**src/rtl/reg_scoreboard.sv**
```systemverilog
// reg_scoreboard: ID-stage issue scheduler for the register file.
// Tracks outstanding long-latency register writes with per-register
// counters and holds issue on RAW/WAW-saturation hazards or when the
// in-flight limit is reached. A drain sequence lets exception/cache logic
// wait until every tracked write has come back.
//
// Ports:
//   clk, rst_n                 clock (rising edge), async active-low reset
//   id_valid / id_ready        ID handshake; issue_fire = id_valid && id_ready
//   reg_read_en_1/2, reg_addr_1/2          source operand decode
//   reg_write_en, reg_write_addr, is_long  destination decode
//   wb_en, wb_addr             long-latency writeback completion
//   flush                      blocks issue for the current cycle
//   drain_req / drain_done     level request / one-cycle completion pulse
//   pending_mask               bit i set while register i has writes pending
//   inflight                   total outstanding tracked writes
//   sb_err                     sticky: writeback to a register with no pending write
module reg_scoreboard #(
    parameter int ADDR_W       = 5,
    parameter int REG_NUM      = 32,
    parameter int CNT_W        = 2,
    parameter int MAX_INFLIGHT = 4
) (
    input  logic               clk,
    input  logic               rst_n,
    input  logic               id_valid,
    output logic               id_ready,
    output logic               issue_fire,
    input  logic               reg_read_en_1,
    input  logic [ADDR_W-1:0]  reg_addr_1,
    input  logic               reg_read_en_2,
    input  logic [ADDR_W-1:0]  reg_addr_2,
    input  logic               reg_write_en,
    input  logic [ADDR_W-1:0]  reg_write_addr,
    input  logic               is_long,
    input  logic               wb_en,
    input  logic [ADDR_W-1:0]  wb_addr,
    input  logic               flush,
    input  logic               drain_req,
    output logic               drain_done,
    output logic [REG_NUM-1:0] pending_mask,
    output logic [2:0]         inflight,
    output logic               sb_err
);

    typedef enum logic [1:0] {
        ST_RUN,
        ST_DRAIN,
        ST_DONE,
        ST_HOLD
    } state_t;

    localparam logic [CNT_W-1:0] CNT_MAX  = '1;
    localparam logic [2:0]       INFL_MAX = 3'(MAX_INFLIGHT);

    state_t             r_state;
    state_t             w_state_nxt;
    logic [CNT_W-1:0]   r_count [REG_NUM];
    logic [2:0]         r_inflight;
    logic               r_sb_err;

    logic               w_raw1;
    logic               w_raw2;
    logic               w_wr_long;
    logic               w_waw_sat;
    logic               w_full;
    logic               w_track;
    logic               w_wb_hit;
    logic               w_wb_err;
    logic [REG_NUM-1:0] w_inc;
    logic [REG_NUM-1:0] w_dec;

    // Hazards look only at registered counts: a writeback in the same cycle
    // does not release a stall, so the dependent issues one cycle later.
    always_comb begin
        w_raw1     = reg_read_en_1 && (reg_addr_1 != '0) && (r_count[reg_addr_1] != '0);
        w_raw2     = reg_read_en_2 && (reg_addr_2 != '0) && (r_count[reg_addr_2] != '0);
        w_wr_long  = reg_write_en && is_long;
        w_waw_sat  = w_wr_long && (r_count[reg_write_addr] == CNT_MAX);
        w_full     = w_wr_long && (reg_write_addr != '0) && (r_inflight == INFL_MAX);
        id_ready   = id_valid && (r_state == ST_RUN) && !flush &&
                     !w_raw1 && !w_raw2 && !w_waw_sat && !w_full;
        issue_fire = id_valid && id_ready;
        w_track    = issue_fire && w_wr_long && (reg_write_addr != '0);
        w_wb_hit   = wb_en && (wb_addr != '0) && (r_count[wb_addr] != '0);
        w_wb_err   = wb_en && (wb_addr != '0) && (r_count[wb_addr] == '0);
    end

    always_comb begin
        w_inc        = '0;
        w_dec        = '0;
        pending_mask = '0;
        for (int unsigned i = 0; i < REG_NUM; i++) begin
            w_inc[i]        = w_track  && (reg_write_addr == ADDR_W'(i));
            w_dec[i]        = w_wb_hit && (wb_addr == ADDR_W'(i));
            pending_mask[i] = (r_count[i] != '0);
        end
    end

    // A track and a writeback on the same register cancel out.
    always_ff @(posedge clk or negedge rst_n) begin
        if (!rst_n) begin
            for (int unsigned i = 0; i < REG_NUM; i++) begin
                r_count[i] <= '0;
            end
        end else begin
            for (int unsigned i = 0; i < REG_NUM; i++) begin
                case ({w_inc[i], w_dec[i]})
                    2'b10:   r_count[i] <= r_count[i] + CNT_W'(1);
                    2'b01:   r_count[i] <= r_count[i] - CNT_W'(1);
                    default: r_count[i] <= r_count[i];
                endcase
            end
        end
    end

    always_ff @(posedge clk or negedge rst_n) begin
        if (!rst_n) begin
            r_inflight <= '0;
            r_sb_err   <= 1'b0;
        end else begin
            case ({w_track, w_wb_hit})
                2'b10:   r_inflight <= r_inflight + 3'd1;
                2'b01:   r_inflight <= r_inflight - 3'd1;
                default: r_inflight <= r_inflight;
            endcase
            if (w_wb_err) begin
                r_sb_err <= 1'b1;
            end
        end
    end

    always_ff @(posedge clk or negedge rst_n) begin
        if (!rst_n) begin
            r_state <= ST_RUN;
        end else begin
            r_state <= w_state_nxt;
        end
    end

    always_comb begin
        w_state_nxt = r_state;
        case (r_state)
            ST_RUN:   if (drain_req) w_state_nxt = ST_DRAIN;
            ST_DRAIN: if (r_inflight == '0) w_state_nxt = ST_DONE;
            ST_DONE:  w_state_nxt = drain_req ? ST_HOLD : ST_RUN;
            ST_HOLD:  if (!drain_req) w_state_nxt = ST_RUN;
            default:  w_state_nxt = ST_RUN;
        endcase
    end

    assign drain_done = (r_state == ST_DONE);
    assign inflight   = r_inflight;
    assign sb_err     = r_sb_err;

endmodule

```
**config.mk**
```make
export PLATFORM = sky130hd
export DESIGN_NAME = reg_scoreboard
export DESIGN_NICKNAME = d
export VERILOG_FILES = /design/src/rtl/reg_scoreboard.sv
export SDC_FILE = /design/constraint.sdc
export NUM_CORES = 1
export LEC_CHECK = 0
export CAP_MARGIN = 20
export CELL_PAD_IN_SITES_DETAIL_PLACEMENT = 1
export CELL_PAD_IN_SITES_GLOBAL_PLACEMENT = 2
export CORE_UTILIZATION = 39
export DETAILED_ROUTE_END_ITERATION = 7
export GPL_TIMING_DRIVEN = 0
export MAX_ROUTING_LAYER = met4
export PLACE_DENSITY_LB_ADDON = 0.1
export SETUP_SLACK_MARGIN = 0.15
export SKIP_LAST_GASP = 1
export SLEW_MARGIN = 20
export SYNTH_ARGS = -nofsm -noshare
export SYNTH_HDL_FRONTEND = slang
export SYNTH_SLANG_ARGS = --single-unit
```
**constraint.sdc**
```tcl
create_clock -name clk -period 6.3 [get_ports clk]
set_clock_uncertainty 0.15 [all_clocks]
set_input_delay 1.26 -clock clk [delete_from_list [all_inputs] [get_ports clk]]
set_output_delay 1.26 -clock clk [all_outputs]
set_load 0.01 [all_outputs]
```
---- Word-level counts from Yosys, hierarchy flattened ----
Index checks and enable logic that the tools add are counted.
operators by class
  add/subtract/negate cells ............... 66
  $mul .................................... 0
  div/mod/pow operators ................... 0
  order comparisons ....................... 4
  equality and inequality tests ........... 136
  shifts and indexed selects .............. 0
  mux-type cells .......................... 50
  bitwise operators ....................... 4
  reduce and logical (&&, ||, !) cells .... 167
operator list
  cell                   number
  $eq A5 B5 Y1 const B   32
  $reduce_bool A2 Y1     68
  $pmux W2 S2            32
  $logic_and A1 B1 Y1    84
  $eq A5 B4 Y1 const B   16
  $eq A2 B2 Y1 const B   36
  $eq A2 B1 Y1 const B   34
  $add A2 B1 Y2 const B  32
  $sub A2 B1 Y2 const B  32
  $bmux W2 S5            4
  $eq A5 B3 Y1 const B   8
  $ge A6 B6 Y1 const B   4
  $mux W2                12
  $not A5 Y6             4
  $eq A5 B2 Y1 const B   4
  $reduce_bool A5 Y1     4
  $eq A5 B1 Y1 const B   2
  $logic_not A5 Y1       2
  $pmux W2 S4            1
  $ne A2 B2 Y1 const B   3
  $pmux W3 S2            1
  $logic_not A1 Y1       5
  $logic_not A2 Y1       2
  $add A3 B1 Y3 const B  1
  other kinds (4)        4
word-level totals
  register bits after elaboration ......... 70
  bits in latches ......................... 0
  bits in writable memories ............... 0
  ROM bits ................................ 0
  bits of input ports ..................... 30
  output and inout port bits .............. 39
  memories ................................ 0

---- Longest topological paths before layout ----
  depth in word-level cells ............... 17
  gate-level depth with buffers ........... 15

---- Worst setup path after synthesis ----
Ideal clock, no wire load.
  path kind ............................... input to output
  from .................................... in reg_write_addr[0]
  to ...................................... out id_ready
  arrival time ............................ 2.733 ns
  required time ........................... 4.890 ns
  path slack .............................. 2.157 ns
  cell stages on the path ................. 7
  cells stage by stage .................... buf_4 buf_4 mux4_2 nand2_1 a21oi_1 nor3_2 o21a_1
between the ends
  cells in the longest elaborated chain, start to end .. 9
  elaborated cells between the ends (all ways) .. 13
RTL lines
  element                                     RTL line  text
  start, declared                             34        input logic [ADDR_W-1:0] reg_write_addr,
  $not A5 Y6 (implied by the code)            79        w_waw_sat = w_wr_long && (r_count[reg_write_addr] == CNT_MAX);
  $bmux W2 S5                                 79
  $mux W2 (implied by the code) (2 in a row)  79
  $eq A2 B2 Y1                                79
  $logic_and A1 B1 Y1                         79
  $logic_not A1 Y1                            82        !w_raw1 && !w_raw2 && !w_waw_sat && !w_full;
  $logic_and A1 B1 Y1                         82
  $logic_and A1 B1 Y1 (*)                     82
  end, declared                               27        output logic id_ready,
Every way passes the cells marked *; elsewhere a longest branch is shown, timed or not. The select of a mux whose other input is x is not followed.

---- Worst setup path after layout ----
  from .................................... in reg_addr_1[1]
  to ...................................... out id_ready
between the ends
  cells in the longest elaborated chain, start to end .. 11
  elaborated cells between the ends (all ways) .. 13
RTL lines
  element                                     RTL line  text
  start, declared                             30        input logic [ADDR_W-1:0] reg_addr_1,
  $not A5 Y6 (implied by the code)            76        w_raw1 = reg_read_en_1 && (reg_addr_1 != '0) && (r_count[reg_addr_1] != '0);
  $bmux W2 S5                                 76
  $mux W2 (implied by the code) (2 in a row)  76
  $reduce_bool A2 Y1                          76
  $logic_and A1 B1 Y1 (*)                     76
  $logic_not A1 Y1 (*)                        82
  $logic_and A1 B1 Y1 (*)                     81        id_ready = id_valid && (r_state == ST_RUN) && !flush &&
  $logic_and A1 B1 Y1 (*) (3 in a row)        82
Marks and branches as above.

==> results.py <==
metrics = {
    "status": {
        "status": "finished, final reports clean",
    },
    "timing": {
        "final-hold-violation-count": 0,
        "worst_pin_slew_ns": 1.03,
        "report.final.setup_viol": 0,
        "report.final.slew_viol_count": 0,
        "slew_headroom_pct": 30.6,
        "achievable-frequency_mhz": 181,
        "layout_worst_path_cycle_share_pct": 87.9,
        "timing.setup.tns_ns": 0,
        "grt_setup_unrepaired": "no",
        "period_minus_slack_ns": 5.54,
    },
    "cts": {
        "clock_tree_from_tritoncts": "built",
        "cts.repair.resized": 0,
        "cts_buffers": 9,
        "worst_skew_pair.late_latency_ns": 0.34,
        "clock_path_buffers": 2,
        "cts_hold_buffers": 0,
        "cts.sink_count": 70,
        "cts.root.buffer_cell": "sky130_fd_sc_hd__clkbuf_16",
        "post-cts-setup-buffer-count": 0,
        "cts.htree.levels": 3,
        "worst_setup_hold_path_clk_slew_ns": 0.06,
    },
    "logic_synthesis": {
        "synth_top_area_share_pct": 30.7,
        "synthesis.area_per_instance_um2": 9.54,
        "synth-warning-count": 0,
        "synthDistinctLibCells": 63,
        "synth_enable_flop_cells": 0,
        "postSynthCellCount": 598,
        "asyncSetResetFlopFracSynth_pct": 100,
        "synth-main-ff-cell": "sky130_fd_sc_hd__dfrtp_1",
        "total_of_flip_flops_plus_latches_after_synthesis": 70,
        "synth.net_count": 662,
        "netlist.top_cell.by_area": "sky130_fd_sc_hd__dfrtp_1",
        "sequential_area_share_after_synthesis_pct": 30.7,
        "synth.area.top_cells": "sky130_fd_sc_hd__dfrtp_1 (31%), sky130_fd_sc_hd__xnor2_1 (10%), sky130_fd_sc_hd__mux4_2 (9.1%)",
        "synth_area_um2": 5700,
    },
    "critical_path": {
        "critPathSlowestCell": "sky130_fd_sc_hd__clkdlybuf4s50_1",
        "worst-endpoint-required_ns": 4.89,
        "end_kind": "output port",
        "critPathMaxStageDelay_ns": 0.62,
        "criticalPathCategory": "in -> out",
        "critPathLaunchType": "input pin",
        "critical_path.n_buffers_inverters": 4,
        "rrSetupSlack_ns": 2.70,
        "critical_path_peak_fanout": 10,
        "worstPathCellList": "clkdlybuf4s50_1 -> clkbuf_1 -> nor3b_1 -> o21bai_1 -> a32oi_1 -> a31oi_1 -> and4bb_1 -> buf_6 -> o21a_1 -> clkdlybuf4s50_1",
        "timing.critical_path.max_delay_family": "buffers and inverters",
        "crit_top_cell": "sky130_fd_sc_hd__clkdlybuf4s50_1",
        "worst_ep_arrival_time_ns": 4.13,
    },
    "global_route": {
        "grt_antenna_before_repair": 0,
        "global_route.overflow_total": 0,
        "grt_max_degree": 37,
        "first_global_vias": 5187,
        "global_route_wire_length_before_repair_um": 30800,
        "grtUsageTotal_pct": 29.0,
    },
    "power_and_ir_drop": {
        "switching_pwr_uw": 593,
        "p_sw_share_pct": 33.9,
        "comb_power_share_pct": 32.4,
        "irDropWorstVdd_mv": 0.122,
        "power_density_nw_per_um2": 253,
        "power_frac_clock_pct": 33.0,
        "internal-power_uw": 1160,
        "leakage_uw": 0.00297,
        "power.sequential.fraction_pct": 34.6,
    },
    "cells_and_area": {
        "multiInputGateArea_um2": 3630,
        "layout.cells.most_common": "sky130_fd_sc_hd__nor2_1",
        "design.final.nets": 737,
        "non_filler_cell_area_final_um2": 6920,
        "layout.cells.most_common_list": "sky130_fd_sc_hd__nor2_1 (87), sky130_fd_sc_hd__dfrtp_1 (70), sky130_fd_sc_hd__xnor2_1 (65)",
        "number_of_filler_instances_in_the_final_layout": 1627,
        "flow.area_growth_from_synthesis_pct": 21.3,
        "antenna_diode_count": 0,
        "ff_latch_area_um2": 1750,
        "layout-drive-gt1-share_pct": 11.5,
    },
    "floorplanning": {
        "floorplan.initialDensity_pct": 40.5,
        "row_count": 43,
        "standard_cell_core_area_um2": 14100,
        "die_y_um": 123,
        "die_area_um2": 15100,
        "die_w_um": 123,
        "count_of_pins_on_the_block_boundary": 69,
    },
    "drt": {
        "route.final.wire_length_um": 19800,
        "vias_per_cell": 5.85,
        "wl_per_cell_um": 23.0,
        "drt_first_pass_iters": 5,
        "detailroute.via_count": 5023,
        "drtAntennaViolNets": 0,
        "drt-initial-drc-count": 316,
        "post-route-drc-count": 0,
    },
    "placement": {
        "detailed_place_hpwl_um": 15400,
        "gp_routability_congestion": 0.934,
        "post_dp_cell_area_um2": 6580,
        "portBuffers": 63,
    },
    "job": {
        "drv.max_cap_violation_count": 0,
    },
    "worst_hold_path": {
        "worstHoldPathType": "reg -> reg",
    },
}
-- state kept, by name, summed over array words and instances (netlist names) --
signal and cells:
inflight 3, r_count 64, r_state 2, sb_err 1
-- final cells by class --
type | instances | area share [%]
multi-input combinational | 460 | 52.5
sequential | 70 | 25.3
timing repair buffer | 64 | 9.36
clock buffer | 11 | 3.65
tap | 180 | 3.25
buffer | 33 | 2.86
inverter | 35 | 1.90
clock inverter | 5 | 1.17
-- layer usage --
metal / vias up / part of all wire (%) / GRT usage, %
met5: - / 0 / -
met4: 0 / 2.1 / 8.77
met3: 31 / 6.0 / 5.35
met2: 197 / 45 / 43.1
met1: 2521 / 47 / 40.2
li1: 2274 / - / -
-- stage by stage --
step	util [%]	hold slack, ns	instances	power (uW)	setup WS, ns
finish	49.1	0.340	858	1750	0.761
global route	49.1	0.363	858	1840	0.630
CTS	49.0	0.348	858	1760	0.735
detailed placement	46.7	0.335	842	1170	0.763
global placement	46.5	0.330	841	1150	0.775
floorplan	-	0.309	598	908	2.16
-- path summary, 6_finish.rpt --
kind,from,end,cells after the start
max reg2reg,r_count[48]$_DFFE_PN0P_,inflight[1]$_DFFE_PN0P_,12
max in group asynchronous,rst_n,r_count[62]$_DFFE_PN0P_,2
min reg2reg,r_count[25]$_DFFE_PN0P_,r_count[25]$_DFFE_PN0P_,1
min,r_count[25]$_DFFE_PN0P_,r_count[25]$_DFFE_PN0P_,1
min in group asynchronous,rst_n,r_state[1]$_DFFE_PN0P_,1
max,reg_addr_1[1],id_ready,10
-- cell usage after synthesis (6+ instances only) --
| master | number |
|---|---|
| sky130_fd_sc_hd__clkbuf_1 | 14 |
| sky130_fd_sc_hd__nor4_1 | 9 |
| sky130_fd_sc_hd__nand2b_1 | 8 |
| sky130_fd_sc_hd__ha_1 | 33 |
| sky130_fd_sc_hd__dfrtp_1 | 70 |
| sky130_fd_sc_hd__o2111ai_1 | 6 |
| sky130_fd_sc_hd__inv_1 | 34 |
| sky130_fd_sc_hd__buf_6 | 6 |
| sky130_fd_sc_hd__nor3_1 | 18 |
| sky130_fd_sc_hd__a21oi_1 | 13 |
| sky130_fd_sc_hd__mux4_2 | 23 |
| sky130_fd_sc_hd__xnor2_1 | 65 |
| sky130_fd_sc_hd__or2_2 | 6 |
| sky130_fd_sc_hd__nand4_1 | 32 |
| sky130_fd_sc_hd__nor2_1 | 87 |
| sky130_fd_sc_hd__nor3b_1 | 7 |
| sky130_fd_sc_hd__xor2_1 | 34 |
| sky130_fd_sc_hd__nand2_1 | 27 |
| sky130_fd_sc_hd__a31oi_1 | 7 |
| sky130_fd_sc_hd__mux2i_1 | 7 |
-- cells by family (layout without fill, tap and decap cells) --
logic type	count (synthesis)	in the layout	synth area share, %
XOR/XNOR	99	99	15.2
adder cells (fa/ha/maj)	34	34	7.59
other	2	2	0.132
AO/OA/AOI/OAI	58	58	7.30
multiplexers	33	33	11.4
flip-flops	70	70	30.7
buffers and inverters	68	148	5.77
AND/OR/NAND/NOR	234	234	21.9
-- power by group through the flow --
stage	clock, uW	sequential [uW]	combinational [uW]
after floorplan	0	585	323
after global placement	0	607	546
after global routing	608	615	614
after CTS	585	605	566
after detailed placement	0	613	561
final	577	607	568
No activity file was read; power rests on OpenSTA's default activity.
